## src/rtl/cpu_pkg.sv

```systemverilog
// cpu_pkg -- definitions shared by the RISC core blocks.
//   * 4-bit opcode encodings seen by the program sequencer
//   * 2-bit sequencer state encoding (RUN / HALT / FAULT)
package cpu_pkg;

  localparam logic [3:0] OP_HLT  = 4'b0000;
  localparam logic [3:0] OP_SKZ  = 4'b0001;
  localparam logic [3:0] OP_ADD  = 4'b0010;
  localparam logic [3:0] OP_AND  = 4'b0011;
  localparam logic [3:0] OP_XOR  = 4'b0100;
  localparam logic [3:0] OP_LDA  = 4'b0101;
  localparam logic [3:0] OP_STO  = 4'b0110;
  localparam logic [3:0] OP_JMP  = 4'b0111;
  localparam logic [3:0] OP_CALL = 4'b1000;
  localparam logic [3:0] OP_RET  = 4'b1001;
  localparam logic [3:0] OP_JZ   = 4'b1010;
  localparam logic [3:0] OP_JNZ  = 4'b1011;

  typedef enum logic [1:0] {
    ST_RUN   = 2'b00,
    ST_HALT  = 2'b01,
    ST_FAULT = 2'b10
  } seq_state_t;

endpackage

```

## src/rtl/ret_stack.sv

```systemverilog
// ret_stack -- parametrised LIFO holding return addresses.
// Ports:
//   clock, reset  rising-edge clock, asynchronous active-high reset
//   push          write wdata above the current top (ignored when full)
//   pop           discard the top entry (ignored when empty)
//   clear         drop every entry (level -> 0); wins over push/pop
//   wdata         address to push
//   top           most recently pushed entry (undefined content when empty)
//   level         number of valid entries, 0..STACK_DEPTH
//   full, empty   level == STACK_DEPTH / level == 0
module ret_stack
  import cpu_pkg::*;
#(
  parameter int ADDR_W      = 5,
  parameter int STACK_DEPTH = 4,
  parameter int LEVEL_W     = $clog2(STACK_DEPTH) + 1
) (
  input  logic               clock,
  input  logic               reset,
  input  logic               push,
  input  logic               pop,
  input  logic               clear,
  input  logic [ADDR_W-1:0]  wdata,
  output logic [ADDR_W-1:0]  top,
  output logic [LEVEL_W-1:0] level,
  output logic               full,
  output logic               empty
);

  localparam int IDX_W = LEVEL_W - 1;

  logic [ADDR_W-1:0] mem [STACK_DEPTH];
  logic [IDX_W-1:0]  wr_idx;
  logic [IDX_W-1:0]  top_idx;

  // With STACK_DEPTH a power of two, the low bits of level index the next free
  // slot and (level-1) wraps onto the top entry.
  assign wr_idx  = level[IDX_W-1:0];
  assign top_idx = level[IDX_W-1:0] - IDX_W'(1);

  assign full  = (level == LEVEL_W'(STACK_DEPTH));
  assign empty = (level == '0);
  assign top   = mem[top_idx];

  // NOTE: the entries are reset along with the level so a stale return address
  // can never be observed after reset; at this tiny depth that costs nothing.
  always_ff @(posedge clock or posedge reset) begin
    if (reset) begin
      level <= '0;
      for (int i = 0; i < STACK_DEPTH; i++) mem[i] <= '0;
    end else if (clear) begin
      level <= '0;
    end else if (push && !full) begin
      mem[wr_idx] <= wdata;
      level       <= level + LEVEL_W'(1);
    end else if (pop && !empty) begin
      level <= level - LEVEL_W'(1);
    end
  end

endmodule

```

## src/rtl/pc_sequencer.sv

```systemverilog
// pc_sequencer -- program sequencer for the RISC core: next-pc selection,
// call/return stack, conditional jumps and a RUN/HALT/FAULT state machine.
// Ports:
//   clock, reset  rising-edge clock, asynchronous active-high reset
//   en            advance strobe; nothing changes while en=0
//   opcode        decoded opcode (cpu_pkg encodings)
//   addr          operand / jump target from the instruction
//   zero          accumulator-is-zero flag
//   resume        leave HALT (pc+1) or FAULT (pc kept, stack emptied)
//   pc            registered program counter
//   address       registered operand address (loaded each en cycle in RUN)
//   state         00 RUN, 01 HALT, 10 FAULT
//   stack_level   number of valid return addresses
//   fault_ovf     sticky: CALL with a full stack
//   fault_unf     sticky: RET with an empty stack
module pc_sequencer
  import cpu_pkg::*;
#(
  parameter int ADDR_W      = 5,
  parameter int STACK_DEPTH = 4
) (
  input  logic                           clock,
  input  logic                           reset,
  input  logic                           en,
  input  logic [3:0]                     opcode,
  input  logic [ADDR_W-1:0]              addr,
  input  logic                           zero,
  input  logic                           resume,
  output logic [ADDR_W-1:0]              pc,
  output logic [ADDR_W-1:0]              address,
  output logic [1:0]                     state,
  output logic [$clog2(STACK_DEPTH):0]   stack_level,
  output logic                           fault_ovf,
  output logic                           fault_unf
);

  localparam int LEVEL_W = $clog2(STACK_DEPTH) + 1;

  seq_state_t        state_q;
  logic [ADDR_W-1:0] pc_plus1;
  logic [ADDR_W-1:0] stack_top;
  logic              stack_full;
  logic              stack_empty;
  logic              do_push;
  logic              do_pop;
  logic              do_clear;
  logic              in_run;

  assign pc_plus1 = pc + ADDR_W'(1);   // wraps modulo 2^ADDR_W
  assign in_run   = en && (state_q == ST_RUN);
  assign state    = state_q;

  // Stack operations are only issued when they can succeed; a blocked CALL/RET
  // faults instead and leaves the stack untouched.
  assign do_push  = in_run && (opcode == OP_CALL) && !stack_full;
  assign do_pop   = in_run && (opcode == OP_RET)  && !stack_empty;
  assign do_clear = en && (state_q == ST_FAULT) && resume;

  ret_stack #(
    .ADDR_W      (ADDR_W),
    .STACK_DEPTH (STACK_DEPTH),
    .LEVEL_W     (LEVEL_W)
  ) u_stack (
    .clock (clock),
    .reset (reset),
    .push  (do_push),
    .pop   (do_pop),
    .clear (do_clear),
    .wdata (pc_plus1),
    .top   (stack_top),
    .level (stack_level),
    .full  (stack_full),
    .empty (stack_empty)
  );

  // NOTE: all state here is assigned with <= so every register samples the
  // pre-edge values of the others; blocking assignments would make the result
  // depend on statement order.
  always_ff @(posedge clock or posedge reset) begin
    if (reset) begin
      pc        <= '0;
      address   <= '0;
      state_q   <= ST_RUN;
      fault_ovf <= 1'b0;
      fault_unf <= 1'b0;
    end else if (en) begin
      case (state_q)
        ST_RUN: begin
          address <= addr;
          case (opcode)
            OP_HLT:  state_q <= ST_HALT;
            OP_SKZ:  pc <= zero ? pc + ADDR_W'(2) : pc_plus1;
            OP_JMP:  pc <= addr;
            OP_JZ:   pc <= zero ? addr : pc_plus1;
            OP_JNZ:  pc <= zero ? pc_plus1 : addr;
            OP_CALL: begin
              if (stack_full) begin
                fault_ovf <= 1'b1;
                state_q   <= ST_FAULT;
              end else begin
                pc <= addr;
              end
            end
            OP_RET: begin
              if (stack_empty) begin
                fault_unf <= 1'b1;
                state_q   <= ST_FAULT;
              end else begin
                pc <= stack_top;
              end
            end
            default: pc <= pc_plus1;
          endcase
        end
        ST_HALT: begin
          if (resume) begin
            state_q <= ST_RUN;
            pc      <= pc_plus1;  // continue after the HLT
          end
        end
        ST_FAULT: begin
          // pc is kept so the faulting instruction re-executes.
          if (resume) begin
            state_q   <= ST_RUN;
            fault_ovf <= 1'b0;
            fault_unf <= 1'b0;
          end
        end
        default: state_q <= ST_RUN;  // unused encoding 11: recover to RUN
      endcase
    end
  end

endmodule

```

## config.mk

```make
export PLATFORM = sky130hd
export DESIGN_NAME = pc_sequencer
export DESIGN_NICKNAME = d
export VERILOG_FILES = /design/src/rtl/cpu_pkg.sv /design/src/rtl/ret_stack.sv /design/src/rtl/pc_sequencer.sv
export SDC_FILE = /design/constraint.sdc
export NUM_CORES = 1
export LEC_CHECK = 0
export CAP_MARGIN = 30
export CORE_MARGIN = 2
export CORE_UTILIZATION = 37
export DETAILED_ROUTE_END_ITERATION = 16
export SKIP_CTS_REPAIR_TIMING = 1
export SLEW_MARGIN = 25
export SYNTH_ARGS = -nofsm -noshare
export SYNTH_HDL_FRONTEND = slang
export SYNTH_HIERARCHICAL = 1
export SYNTH_SLANG_ARGS = --single-unit
```

## constraint.sdc

```tcl
create_clock -name clock -period 3.1 [get_ports clock]
set_clock_uncertainty 0.1 [all_clocks]
set_input_delay 0.465 -clock clock [delete_from_list [all_inputs] [get_ports clock]]
set_output_delay 0.465 -clock clock [all_outputs]
set_load 0.005 [all_outputs]
```

==> flow_summary.ini, run 1 <==
[floorplan]
die-area_um2 = 7380
rows = 29
start_util_pct = 38.7
fp.dieW_um = 85.9
coreArea_um2 = 6420
fp.dieH_um = 85.9
ios = 31

[logic_synthesis]
synth_xor_area_share_pct = 1.41
syn-num-nets = 255
synth_edf_count = 0
yosysTopAreaCellShare_pct = 37.3
synth_cells = 231
synth_most_common_cell = dfrtp_1
synth_area_leaders = dfrtp_1 (37%), mux2_4 (9.1%), mux2_2 (5.9%)
async_flop_share_pct = 100
yosys.area.top_type = dfrtp_1
yosysSeqAreaShare_pct = 37.3
synth_ff_type = dfrtp_1
yosys.area_share.adder_pct = 5.34
synth_seq_cells = 37
synth_top_family_by_area = multiplexers
ys_types = 53
synth_compound_area_share_pct = 13.1
synth-simple-area-share_pct = 18.0
synth_common_cells = dfrtp_1 (37), inv_1 (18), nand2_1 (17), mux2_4 (15), mux2_2 (13)
synth.area.mux_share_pct = 19.9
syn_area_per_cell_um2 = 10.7
synth_area_um2 = 2480
ys.warnings.count = 6

[sta]
setup_viol = 0
period_share_pct = 82.6
fin_crit_ns = 2.56
fmaxAchievable_mhz = 390
whs_ns = 0.347
maxSlewHeadroom_pct = 61.0
finalHoldViolCount = 0
setup_tns_ns = 0
tightestPinTransition_ns = 0.571
rsz0062_at_grt = false
slew_violations = 0

[clock_network]
cts_tree = done
cts_max_path_buffers = 2
insertion_delay_ns = 0.29
cts_root_buffer = clkbuf_8
cts.reportedPaths.clkPinSlew_ns = 0.08
cts_buffers = 5
clock_sinks = 37
h-tree-depth = 2

[pwr]
pwr-share-comb_pct = 50.4
power_density_nw_per_um2 = 813
p_seq_share_pct = 32.6
p_int_mw = 1.57
netSwitchingPower_uw = 903
p_leak_nw = 1.38
swShare_pct = 36.5
clkPwrFrac_pct = 17.0
vdd.ir_drop.worst_v = 0.000332

[routing]
wl_per_cell_um = 16.8
drtAntennaViolNets = 0
drc = 0
drtPass1Iterations = 4
vias = 1882
drt_iter0_markers = 80
routed_via_density = 5.41
routed_wl_mm = 5.84

[critical_path]
crit-reg2reg-launch = u_stack/level[1]
worst_ep_required_time_ns = 3.18
r2r_end = u_stack/level[2]
critPathKind = reg2reg
cp-end-kind = flip-flop
path_max_fanout = 6
r2r_setup_slack_ns = 0.54
crit_path_start_kind = flip-flop
critical_path_arrival_ns = 2.65
rr_worst_depth = 10

[final_layout]
stdcell_count = 348
num_antenna_cells = 0
final_nets = 294
drive_gt1_share_pct = 23.2
syn_to_final_growth_pct = 22.5

[grt]
antenna_found_initial = 0
grt_use_total_pct = 16.8
gr-total-overflow = 0
grt_pass1_vias = 1878
grt_pass1_wl_mm = 9.50
grt_max_degree = 24

[outcome]
status = finished clean

[job]
drv_cap = 0

[placed_design]
place_congestion = 0.801
dp_hpwl_mm = 4.34
io_buffer_count = 30
dp.cells = 339

[worst_hold_path]
hold_path.class = in2async
==> through the flow <==
stage	instance area (um^2)	util [%]	total power, mW	worst slack, ns
floorplan	2480	-	1.61	0.218
global placement	2900	45.1	2.04	0.342
detailed placement	2900	45.1	2.05	0.400
CTS	3010	46.9	2.49	0.518
global route	3040	47.4	2.66	0.266
finish	3040	47.4	2.47	0.538
==> layout make-up <==
class / instances / area, um^2
fill: 578 / 3380
sequential: 37 / 926
inverter: 18 / 67.6
clock inverter: 3 / 46.3
clock buffer: 5 / 68.8
multi-input combinational: 167 / 1430
tap: 77 / 96.3
timing repair buffer: 41 / 403
==> placed cells by master (no fill, tap or decap), types with 3 or more instances in the layout <==
cell type and instances:
nor3b_1 5, nand2_1 17, clkbuf_8 5, nor2_1 9, nand3_1 8, a21oi_1 10
mux2_4 15, inv_1 18, nand2b_1 7, nor2b_1 5, dfrtp_1 37, nor3_1 4
o21ai_0 9, buf_4 10, mux2_2 13, mux4_2 5, nand2_4 3, ha_1 9
clkdlybuf4s50_1 30, a21boi_0 3
==> state kept, by name, indices dropped and copies added, names as in the netlist <==
name / count
u_stack/mem: 20
address: 5
pc: 5
fault_ovf: 1
state: 2
u_stack/level: 3
fault_unf: 1
==> how the worst max path moves through the flow <==
stage / from / endpoint / slack (ns) / depth (start not counted)
after floorplan: u_stack/level[0] / u_stack/level[2] / 0.22 / 11
after detailed placement: opcode[3] / u_stack/level[1] / 0.40 / 7
after global routing: u_stack/level[1] / u_stack/level[2] / 0.27 / 10
after CTS: u_stack/level[1] / u_stack/level[2] / 0.52 / 10
final: u_stack/level[1] / u_stack/level[2] / 0.54 / 10
after global placement: opcode[2] / u_stack/level[2] / 0.34 / 10
==> power by group through the flow <==
stage | combinational [mW] | clock (mW) | sequential, mW
detailed placement | 1.24 | 0 | 0.813
floorplan | 0.811 | 0 | 0.796
global placement | 1.23 | 0 | 0.812
global route | 1.36 | 0.462 | 0.836
CTS | 1.25 | 0.432 | 0.808
finish | 1.25 | 0.419 | 0.807
==> critical path: stages (launching register included) <==
cell and delay (ns):
dfrtp_1 0.39, inv_1 0.11, ha_1 0.27, and2_4 0.22, nor3_1 0.25, inv_1 0.10
nor2_1 0.14, fa_1 0.25, nand2_1 0.09, a211o_2 0.27, a221oi_1 0.27
==> metal layers <==
| metal | GRT usage, % | vias up | routed length [um] |
|---|---|---|---|
| met5 | 0 | - | 0 |
| met4 | 4.62 | 0 | 93 |
| met2 | 26.0 | 43 | 2710 |
| li1 | - | 917 | - |
| met3 | 4.81 | 10 | 273 |
| met1 | 23.0 | 912 | 2760 |
==> kinds of logic after synthesis <==
logic type | count (synthesis)
AOI/OAI and AO/OA | 47
muxes | 34
and+or+nand+nor | 72
DFF | 37
xor gates and xnor gates | 4
adders and majority gates | 10
buffers and inverters | 27
Note: power is estimated with default switching activity, not from simulation.
==> inputs of run 2 (changes only) <==
==> constraint.sdc (replaced) <==
create_clock -name clock -period 2.3 [get_ports clock]
set_clock_uncertainty 0.1 [all_clocks]
set_input_delay 0.345 -clock clock [delete_from_list [all_inputs] [get_ports clock]]
set_output_delay 0.345 -clock clock [all_outputs]
set_load 0.005 [all_outputs]
==> flow_summary.ini, run 2 (same netlist as run 1, synthesis figures left out) <==
[critical_path]
crit_start = u_stack/level[0]
critical_path_arrival_ns = 2.32
crit-reg2reg-launch = u_stack/level[0]
path_max_fanout = 5
worstSetupEndpoint = u_stack/level[2]
r2r_setup_slack_ns = 0.09
critPathKind = reg2reg
worst_ep_required_time_ns = 2.41
rr_worst_depth = 10
crit_path_start_kind = flip-flop
r2r_end = u_stack/level[2]
cp-end-kind = flip-flop

[floorplan]
coreArea_um2 = 6420
ios = 31
fp.dieW_um = 85.9
die-area_um2 = 7380
rows = 29
fp.dieH_um = 85.9
start_util_pct = 38.7

[routing]
vias = 1975
drtAntennaViolNets = 0
wl_per_cell_um = 16.5
drt_iter0_markers = 109
routed_wl_mm = 6.11
routed_via_density = 5.32
drtPass1Iterations = 4
drc = 0

[grt]
gr-total-overflow = 0
antenna_found_initial = 0
grt_use_total_pct = 17.2
grt_max_degree = 24
grt_pass1_vias = 1945
grt_pass1_wl_mm = 9.82

[clock_network]
cts_max_path_buffers = 2
cts_buffers = 5
clock_sinks = 37
cts_root_buffer = clkbuf_8
cts_tree = done
h-tree-depth = 2
insertion_delay_ns = 0.29
cts.reportedPaths.clkPinSlew_ns = 0.08

[placed_design]
place_congestion = 0.805
io_buffer_count = 30
placed_area_um2 = 3080
dp_hpwl_mm = 4.51
dp_slack_ns = -0.216

[sta]
tightestPinTransition_ns = 0.600
slew_violations = 0
setup_viol = 0
finalWorstSetupSlack_ns = 0.0895
setup_tns_ns = 0
fin_crit_ns = 2.21
period_share_pct = 96.1
fmaxAchievable_mhz = 452
maxSlewHeadroom_pct = 59.9
finalHoldViolCount = 0

[final_layout]
final_cell_mix = dfrtp_1 (37), buf_4 (34), clkdlybuf4s50_1 (30)
fillCellCount = 601
syn_to_final_growth_pct = 31.1
finalInstanceArea_um2 = 3250
top_regs = u_stack/mem: 20 flops, address: 5 flops, pc: 5 flops
regMostFlops = u_stack/mem
final_nets = 317
final_common_cell = dfrtp_1
num_antenna_cells = 0
largest_register_ffs = 20
drive_gt1_share_pct = 32.7

[pwr]
vdd.ir_drop.worst_v = 0.000481
p_leak_nw = 1.50
power_density_nw_per_um2 = 1100

[outcome]
status = finished clean

[job]
drv_cap = 0

[worst_hold_path]
hold_path.class = in2async
==> run 2: worst min path at each step <==
stage                          from               end  slack (ns)  cells after the start
floorplan                     reset        address[0]        0.13                      1
detailed placement   u_stack/mem[1]    u_stack/mem[1]        0.39                      1
finish                        reset  u_stack/level[2]        0.32                      3
CTS                           reset    u_stack/mem[3]        0.32                      3
global placement    u_stack/mem[12]   u_stack/mem[12]        0.39                      1
global route                  reset    u_stack/mem[3]        0.37                      3
==> run 2: through the flow <==
stage / util [%] / total power [mW] / std cells / hold WS [ns]
detailed placement: 48.0 / 2.93 / 359 / 0.389
CTS: 49.9 / 3.56 / 367 / 0.323
finish: 50.7 / 3.59 / 371 / 0.316
floorplan: - / 2.24 / 231 / 0.134
global placement: 48.0 / 2.91 / 359 / 0.386
global route: 50.7 / 3.85 / 371 / 0.365
==> run 2: area by class of cell <==
class / instances / area [um^2] / area share (%)
Sequential cell: 37 / 926 / 28.5
Tap cell: 77 / 96.3 / 2.96
Clock inverter: 2 / 37.5 / 1.15
Multi-Input combinational cell: 167 / 1490 / 45.7
Inverter: 18 / 70.1 / 2.15
Clock buffer: 6 / 82.6 / 2.54
Timing Repair Buffer: 64 / 556 / 17.1
==> run 2: report_power, final <==
group | switching, mW | total, mW | internal, mW
clock network | 0.250 | 0.603 | 0.353
logic | 0.834 | 1.89 | 1.06
registers | 0.204 | 1.10 | 0.894
total | 1.29 | 3.59 | 2.30
==> run 2: worst max-delay path: stages, from the launching register on <==
cell,delay [ns]
dfrtp_1,0.39
inv_4,0.07
ha_4,0.18
and2_4,0.18
nor3_4,0.19
inv_1,0.09
nor2_2,0.13
fa_2,0.21
nand2_1,0.07
a211o_2,0.28
a221oi_2,0.23
==> run 2: routing by layer <==
metal	vias up	GRT usage [%]	share of wire (%)
li1	969	-	-
met1	965	24.2	48
met2	37	27.5	48
met3	4	3.27	3.6
met4	0	3.90	0.62
met5	-	0	0
==> inputs of run 3 (changes only) <==
--- a/config.mk
+++ b/config.mk
@@ -9,9 +9,7 @@
 export CORE_MARGIN = 2
 export CORE_UTILIZATION = 37
 export DETAILED_ROUTE_END_ITERATION = 16
-export SKIP_CTS_REPAIR_TIMING = 1
 export SLEW_MARGIN = 25
 export SYNTH_ARGS = -nofsm -noshare
 export SYNTH_HDL_FRONTEND = slang
-export SYNTH_HIERARCHICAL = 1
 export SYNTH_SLANG_ARGS = --single-unit
==> constraint.sdc (replaced) <==
create_clock -name clock -period 2 [get_ports clock]
set_clock_uncertainty 0.1 [all_clocks]
set_input_delay 0.3 -clock clock [delete_from_list [all_inputs] [get_ports clock]]
set_output_delay 0.3 -clock clock [all_outputs]
set_load 0.005 [all_outputs]
==> flow_summary.ini, run 3 <==
[outcome]
status = finished clean

[clock_network]
cts.reportedPaths.clkPinSlew_ns = 0.08
insertion_delay_ns = 0.30
cts_root_buffer = clkbuf_8
cts_max_path_buffers = 2
cts_tree = done
cts_buffers = 5
clock_sinks = 37
cts_hold_buf = 0
h-tree-depth = 2

[worst_hold_path]
hold_path.class = in2async

[sta]
finalWorstSetupSlack_ns = 0.0263
setup_tns_ns = 0
tightestPinTransition_ns = 0.500
fmaxAchievable_mhz = 507
slew_violations = 0
rsz0062_at_grt = true
setup_viol = 0
maxSlewHeadroom_pct = 66.7
period_share_pct = 98.7
finalHoldViolCount = 0
fin_crit_ns = 1.97
whs_ns = 0.325

[logic_synthesis]
synth.area.mux_share_pct = 14.9
synth_seq_cells = 37
synth-simple-area-share_pct = 17.3
syn-num-nets = 260
synth_ff_type = dfrtp_1
synth_most_common_cell = dfrtp_1
synth_common_cells = dfrtp_1 (37), nand2_1 (23), mux2_2 (20), o21ai_0 (19), inv_1 (11)
synth_top_family_by_area = compound AO/OA/AOI/OAI gates
yosys.area_share.adder_pct = 5.54
synth_area_leaders = dfrtp_1 (39%), mux2_2 (9.4%), ha_1 (4.7%)
synth_edf_count = 0
ys.warnings.count = 0
synth_area_um2 = 2390
yosysSeqAreaShare_pct = 38.7
synth_cells = 236
syn_area_per_cell_um2 = 10.1
ys_types = 51
async_flop_share_pct = 100
yosys.area.top_type = dfrtp_1
yosysTopAreaCellShare_pct = 38.7
synth_xor_area_share_pct = 2.56
synth_compound_area_share_pct = 17.6

[floorplan]
die-area_um2 = 7130
rows = 29
coreArea_um2 = 6310
fp.dieW_um = 84.5
ios = 31
fp.dieH_um = 84.5
start_util_pct = 37.9

[placed_design]
dp.cells = 388
dp_slack_ns = -0.502
placed_area_um2 = 3220
place_congestion = 0.857
io_buffer_count = 30
dp_hpwl_mm = 4.99

[grt]
busiest_layer = met2
grt_use_total_pct = 19.4
met3_usage_pct = 3.15
grt_pass1_wl_mm = 10.9
met1_usage_pct = 27.2
grtUsageMet2_pct = 32.0
gr-total-overflow = 0
antenna_found_initial = 0
grt_pass1_vias = 2144
grt_max_degree = 38

[final_layout]
regArea_um2 = 927
final_common_cell = buf_4
syn_to_final_growth_pct = 46.3
largest_register_ffs = 20
final_util_pct = 55.5
drive_gt1_share_pct = 40.2
final_cell_mix = buf_4 (53), dfrtp_1 (36), clkdlybuf4s50_1 (25)
regMostFlops = u_stack.mem
multi_input_area_um2 = 1570
final_nets = 346
stdcell_count = 400
top_regs = u_stack.mem: 20 flops, address: 5 flops, pc: 5 flops
num_antenna_cells = 0
fillCellCount = 582
finalInstanceArea_um2 = 3500

[critical_path]
r2r_end = u_stack.level[2]
slowest_stage = dfrtp_2
rr_worst_depth = 9
worst_ep_required_time_ns = 2.14
r2r_setup_slack_ns = 0.03
crit_chain = inv_6, ha_4, and2_4, nor3_4, fa_2, nor4_2, o21ai_1, xor2_1, nor2_1
critPathKind = reg2reg
crit-reg2reg-launch = u_stack.level[0]
cpLargestDelayFamily = simple AND/OR/NAND/NOR gates
cp_num_buf_inv = 1
cp-end-kind = flip-flop
critical_path_arrival_ns = 2.11
max_stage_delay_ns = 0.44
crit_path_start_kind = flip-flop
path_max_fanout = 5

[routing]
drt_iter0_markers = 146
wl_per_cell_um = 16.6
drtPass1Iterations = 4
routed_via_density = 5.39
drc = 0
drtAntennaViolNets = 0
routed_wl_mm = 6.64
vias = 2157

[pwr]
p_leak_nw = 1.54
finalPower_mw = 4.40
power_density_nw_per_um2 = 1250
vdd.ir_drop.worst_v = 0.000741

[job]
drv_cap = 0
## run 3: cell count changes after synthesis, moves of 5 or more
cell and change:
nand3_1 -5, clkbuf_1 +8, o21ai_0 +10, nand2_1 +6, inv_1 -7, mux2_2 +7
mux2_4 -15
## run 3: worst max path at each step
stage / to / start / slack (ns) / depth (start not counted)
2_1_floorplan: pc[3] / u_stack.level[0] / -0.11 / 8
3_3_place_gp: pc[0] / opcode[3] / -0.54 / 7
3_5_place_dp: pc[0] / opcode[3] / -0.50 / 7
4_1_cts: pc[0] / u_stack.level[0] / -0.07 / 7
5_1_grt: pc[3] / u_stack.level[1] / -0.08 / 7
6_report: u_stack.level[2] / u_stack.level[0] / 0.03 / 9
## run 3: final cells by class
type	instances	area share, %
Clock buffer	5	1.96
Inverter	11	1.32
Multi-Input combinational cell	178	44.8
Timing Repair Buffer	89	22.0
Sequential cell	37	26.5
Tap cell	77	2.75
Clock inverter	3	0.643
## run 3: timing repair
item / 4_1_cts / 5_1_grt
pin swaps: 6 / 6
endpoints found under the setup margin: 27 / 26
setup buffers: 3 / 1
resized for setup: 20 / 28
## run 3: kinds of logic (layout without fill, tap and decap cells)
kind of cell               after synthesis  count (layout)
and+or+nand+nor                         71              71
AOI/OAI and AO/OA                       63              63
DFF                                     37              37
muxes                                   27              27
buffers and inverters                   21             108
adders and majority gates               10              10
xor gates and xnor gates                 7               7
## run 3: power breakdown
| group | internal, mW | switching, mW |
|---|---|---|
| clock network | 0.247 | 0.305 |
| registers | 1.02 | 0.212 |
| logic | 1.46 | 1.15 |
| total | 2.72 | 1.67 |
## run 3: routing by layer
layer	vias up	wire (um)
li1	1043	-
met1	1064	3170
met2	42	3180
met3	8	213
met4	0	68
met5	-	0
## run 3: worst reg2reg max path, stage by stage, from the launching register on
cell and delay (ns):
dfrtp_2 0.44, inv_6 0.07, ha_4 0.16, and2_4 0.18, nor3_4 0.05, fa_2 0.36, nor4_2 0.22, o21ai_1 0.10
xor2_1 0.16, nor2_1 0.08
==> RTL edit 1 (config.mk and constraints of run 2) <==
Put one more register stage on the output `fault_unf`, without a reset. The value now appears one clock later. The other outputs are not delayed to match.
--- a/src/rtl/pc_sequencer.sv
+++ b/src/rtl/pc_sequencer.sv
@@ -37,2 +37,4 @@
   localparam int LEVEL_W = $clog2(STACK_DEPTH) + 1;
+
+  logic fault_unf_s0;
 
@@ -84,3 +86,3 @@
       fault_ovf <= 1'b0;
-      fault_unf <= 1'b0;
+      fault_unf_s0 <= 1'b0;
     end else if (en) begin
@@ -105,3 +107,3 @@
               if (stack_empty) begin
-                fault_unf <= 1'b1;
+                fault_unf_s0 <= 1'b1;
                 state_q   <= ST_FAULT;
@@ -125,3 +127,3 @@
             fault_ovf <= 1'b0;
-            fault_unf <= 1'b0;
+            fault_unf_s0 <= 1'b0;
           end
@@ -133,2 +135,6 @@
 
+  always_ff @(posedge clock) begin
+    fault_unf <= fault_unf_s0;
+  end
+
 endmodule
Behaviour: not the same (Yosys sat finds a counterexample within 4 cycles, from zero or initial values and one cycle with reset high).
==> RTL edit 1 against run 2 <==
- critical path depth up 1
- synthesized area rose by 2.8%
- sequential cell count grew 1
- cell area increased by 4.6%
- count of clock-buffer cells in the layout is 1 lower
- sequential share of layout area fell by 0.67 points
- total power increased by 5.7%
- setup slack got worse by 0.073 ns
- critical endpoint unchanged
- routed wire length is 0.36% lower
==> RTL edit 1: results (changes against run 2) <==
min_path:
  hold_path.class: "flop to flop"
route:
  viasPerCell: 5.37  # +0.83%
  wirelength_mm: 6.08  # -0.36%
  drt_iter0_drc: 84  # -23%
layout:
  num-multi-input-gates: 170  # +1.8%
  final-nonclk-buf-share_pct: 16.5  # -0.53 points
  seq_share_pct: 27.8  # -0.67 points
  final-instance-count-excl-fill: 381  # +2.7%
  final_nets: 324  # +2.2%
  n_all_buffers: 65  # +1.6%
  fillers: 627  # +4.3%
  seq_cells: 38  # +2.7%
  clkCellAreaFrac_pct: 4.04  # +0.35 points
  multi_input_area_share_pct: 46.3  # +0.67 points
  inverters: 20  # +2
logic_synthesis:
  syn-mean-instance-area_um2: 10.9  # +1.5%
  async_flop_share_pct: 97.4  # -2.6 points
  synth_common_cells: "dfrtp_1 (37), inv_1 (20), mux2_4 (15), nand2_1 (15)"
  ys_seq_area_share_pct: 37.1  # -0.24 points
sta:
  tightestPinTransition_ns: 0.621  # +0.0208 ns
global_route:
  grt_use_total_pct: 16.8  # -0.34 points
  grt_pass1_vias: 1971  # +1.3%
  gr-usage-met1_pct: 25.3  # +1.0 points
  globalRouteMet3Util_pct: 3.32  # +0.045 points
  grt_use_met2_pct: 24.8  # -2.7 points
placed_design:
  place_inst: 372  # +3.6%
  dp_hpwl_mm: 4.55  # +0.86%
  place_congestion: 0.880  # +9.3%
setup_path:
  crit_path_max_fanout: 2  # -3
outcome:
  status: "complete, no violations"
pwr:
  leakage_nw: 1.54  # +3.2%
-- RTL edit 1: kinds of logic after synthesis --
logic type      share of synthesized area (%)
fa+ha+maj                                5.20
xor+xnor                                 1.37
flops                                    37.1
compound gates                           15.7
mux                                      18.9
simple gates                             17.5
buf+inv                                  4.31
-- RTL edit 1: power breakdown --
| part | internal [mW] | switching [mW] | total (mW) |
|---|---|---|---|
| Clock | 0.435 | 0.263 | 0.698 |
| Sequential | 0.919 | 0.184 | 1.10 |
| Combinational | 1.10 | 0.900 | 2.00 |
| Total | 2.45 | 1.35 | 3.80 |
-- RTL edit 1: path summary, 6_finish.rpt --
kind                                                end  slack, ns  cells after the start
max reg2reg                u_stack/level[2]$_DFFE_PP0P_       0.02                     11
max in group asynchronous             pc[4]$_DFFE_PP0P_       1.33                      2
min in group asynchronous    u_stack/mem[5]$_DFFE_PP0P_       0.33                      3
min                                   fault_unf$_DFF_P_       0.27                      0
min reg2reg                           fault_unf$_DFF_P_       0.27                      0
max                        u_stack/level[2]$_DFFE_PP0P_       0.02                     11
-- RTL edit 1: per-layer routing --
metal | routed length [um] | part of all wire, % | up-vias
met3 | 145 | 2.4 | 7
li1 | - | - | 975
met5 | 0 | 0 | -
met2 | 2750 | 45 | 33
met1 | 3120 | 51 | 1030
met4 | 68 | 1.1 | 0
-- RTL edit 1: per-stage QoR --
stage          TNS [ns]  hold slack (ns)  area (um2)  utilization [%]  worst slack (ns)
6_report              0            0.271        3400             50.7            0.0162
5_1_grt          -0.772            0.296        3400             50.7            -0.117
4_1_cts         -0.0413            0.276        3360             50.0           -0.0413
3_5_place_dp      -4.32            0.256        3220             47.9            -0.281
3_3_place_gp      -3.49            0.252        3220             47.9            -0.210
2_1_floorplan    -0.257            0.134        2610                -            -0.197
==> RTL edit 2 (settings of run 2) <==
Made on the original files. `ADDR_W` is set to 5 in 2 places; all go to 6.
--- a/src/rtl/ret_stack.sv
+++ b/src/rtl/ret_stack.sv
@@ -13,3 +13,3 @@
 #(
-  parameter int ADDR_W      = 5,
+  parameter int ADDR_W      = 6,
   parameter int STACK_DEPTH = 4,
--- a/src/rtl/pc_sequencer.sv
+++ b/src/rtl/pc_sequencer.sv
@@ -18,3 +18,3 @@
 #(
-  parameter int ADDR_W      = 5,
+  parameter int ADDR_W      = 6,
   parameter int STACK_DEPTH = 4
Ports: changed (resized addr, address and pc); port bits go from 31 to 34. No check against the original RTL was run, so the function may have changed too.
==> RTL edit 2 against run 2 <==
- global-route usage is 0.42 points higher
- synthesized area rose by 16%
- maximum frequency down 3.2%
- largest cell class unchanged
- total power grew 18%
- highest routed layer unchanged
- sequential power grew 17%
- via count grew 14%
- sequential cell count up 6
- cell area up 16%
- routed wire length up 15%
- core utilization down 1.3 points
- setup slack got worse by 0.074 ns
- register-to-register slack gained 0.02 ns
- synthesized cell count up 14%
==> RTL edit 2: results (changes against run 2) <==
outcome:
  status: "complete, no violations"
route:
  wirelength_mm: 6.99  # +15%
  wl_met1_mm: 3.26  # +12%
  dr.pass1.iters: 6  # +2
  met3_length_um: 232  # +4.5%
  route.met2.wl_mm: 3.38  # +15%
setup_path:
  worst_setup_path_start_kind: "input port"
  startpoint: "opcode[0]"
  rr_endpoint: "pc[1]$_DFFE_PP0P_"
  slowest_stage: "or4b_4"
  slowest_delay_ns: 0.57  # +0.18 ns
  crit_path_max_fanout: 2  # -3
  reg2regPathDepth: 8  # -2
  reg2reg_slack_ns: 0.11  # +0.02 ns
sta:
  fin_crit_ns: 2.28  # +0.0735 ns
  tightestPinTransition_ns: 0.667  # +0.0667 ns
  fin_hold_ws_ns: 0.333  # +0.0172 ns
pwr:
  clk-power_mw: 0.701  # +16%
  ir_drop_v: 0.000596  # +24%
  cellPowerDensity_mw_per_mm2: 1130  # +1.9%
  p_sw_mw: 1.48  # +15%
  powerComb_mw: 2.26  # +20%
  leakage_nw: 1.71  # +14%
logic_synthesis:
  synth_cell_types: 60  # +13%
  synthTopCellsByArea: "dfrtp_1 (37%), mux2_4 (9.4%), mux2_2 (6.6%), mux4_2 (4.7%), ha_1 (3.9%)"
  synth_cells: 264  # +14%
  synth_edf_count: 0  # unchanged
  synthesis.nets: 289  # +13%
  synth_common_cells: "dfrtp_1 (43), inv_1 (19), mux2_4 (18)"
global_route:
  grt_use_total_pct: 17.6  # +0.42 points
  grt_max_degree: 28  # +17%
  grt_pass1_wl_mm: 11.7  # +19%
  antenna_found_initial: 0  # unchanged
  gr-usage-met1_pct: 22.9  # -1.4 points
  grt_use_met2_pct: 29.3  # +1.8 points
  globalRouteMet3Util_pct: 3.82  # +0.55 points
placed_design:
  place_congestion: 0.870  # +8.1%
  place_inst: 430  # +20%
  dpl_worst_slack_ns: -0.405  # -0.189 ns
  dp_hpwl_mm: 5.19  # +15%
  postPlaceCellArea_mm2: 0.00362  # +17%
layout:
  drive_gt1_share_pct: 33.9  # +1.3 points
  largestRegisters: "u_stack/mem (24), address (6), pc (6)"
  final-instance-count-excl-fill: 438  # +18%
==> RTL edit 2: cell count changes in the layout (fill, tap and decap cells not counted), moves of 3 or more <==
cell,before,now
nand4_1,1,4
nand3_1,8,5
mux2_2,13,17
dfrtp_1,37,43
nor2_1,8,11
nand2b_1,7,4
buf_4,34,44
o21ai_0,9,12
mux2_4,15,18
a22o_1,0,3
==> RTL edit 2: cell type report <==
cell class	count	area [um2]
Clock inverter	2	60.1
Inverter	19	71.3
Tap cell	102	128
Clock buffer	6	72.6
Multi-Input combinational cell	189	1700
Fill cell	720	3870
Timing Repair Buffer	77	663
Sequential cell	43	1080
==> RTL edit 2: logic make-up after synthesis <==
group / synth area share [%]
compound gates: 13.3
xor+xnor: 2.12
fa+ha+maj: 4.59
buf+inv: 5.24
flops: 37.2
mux: 21.0
simple gates: 16.5
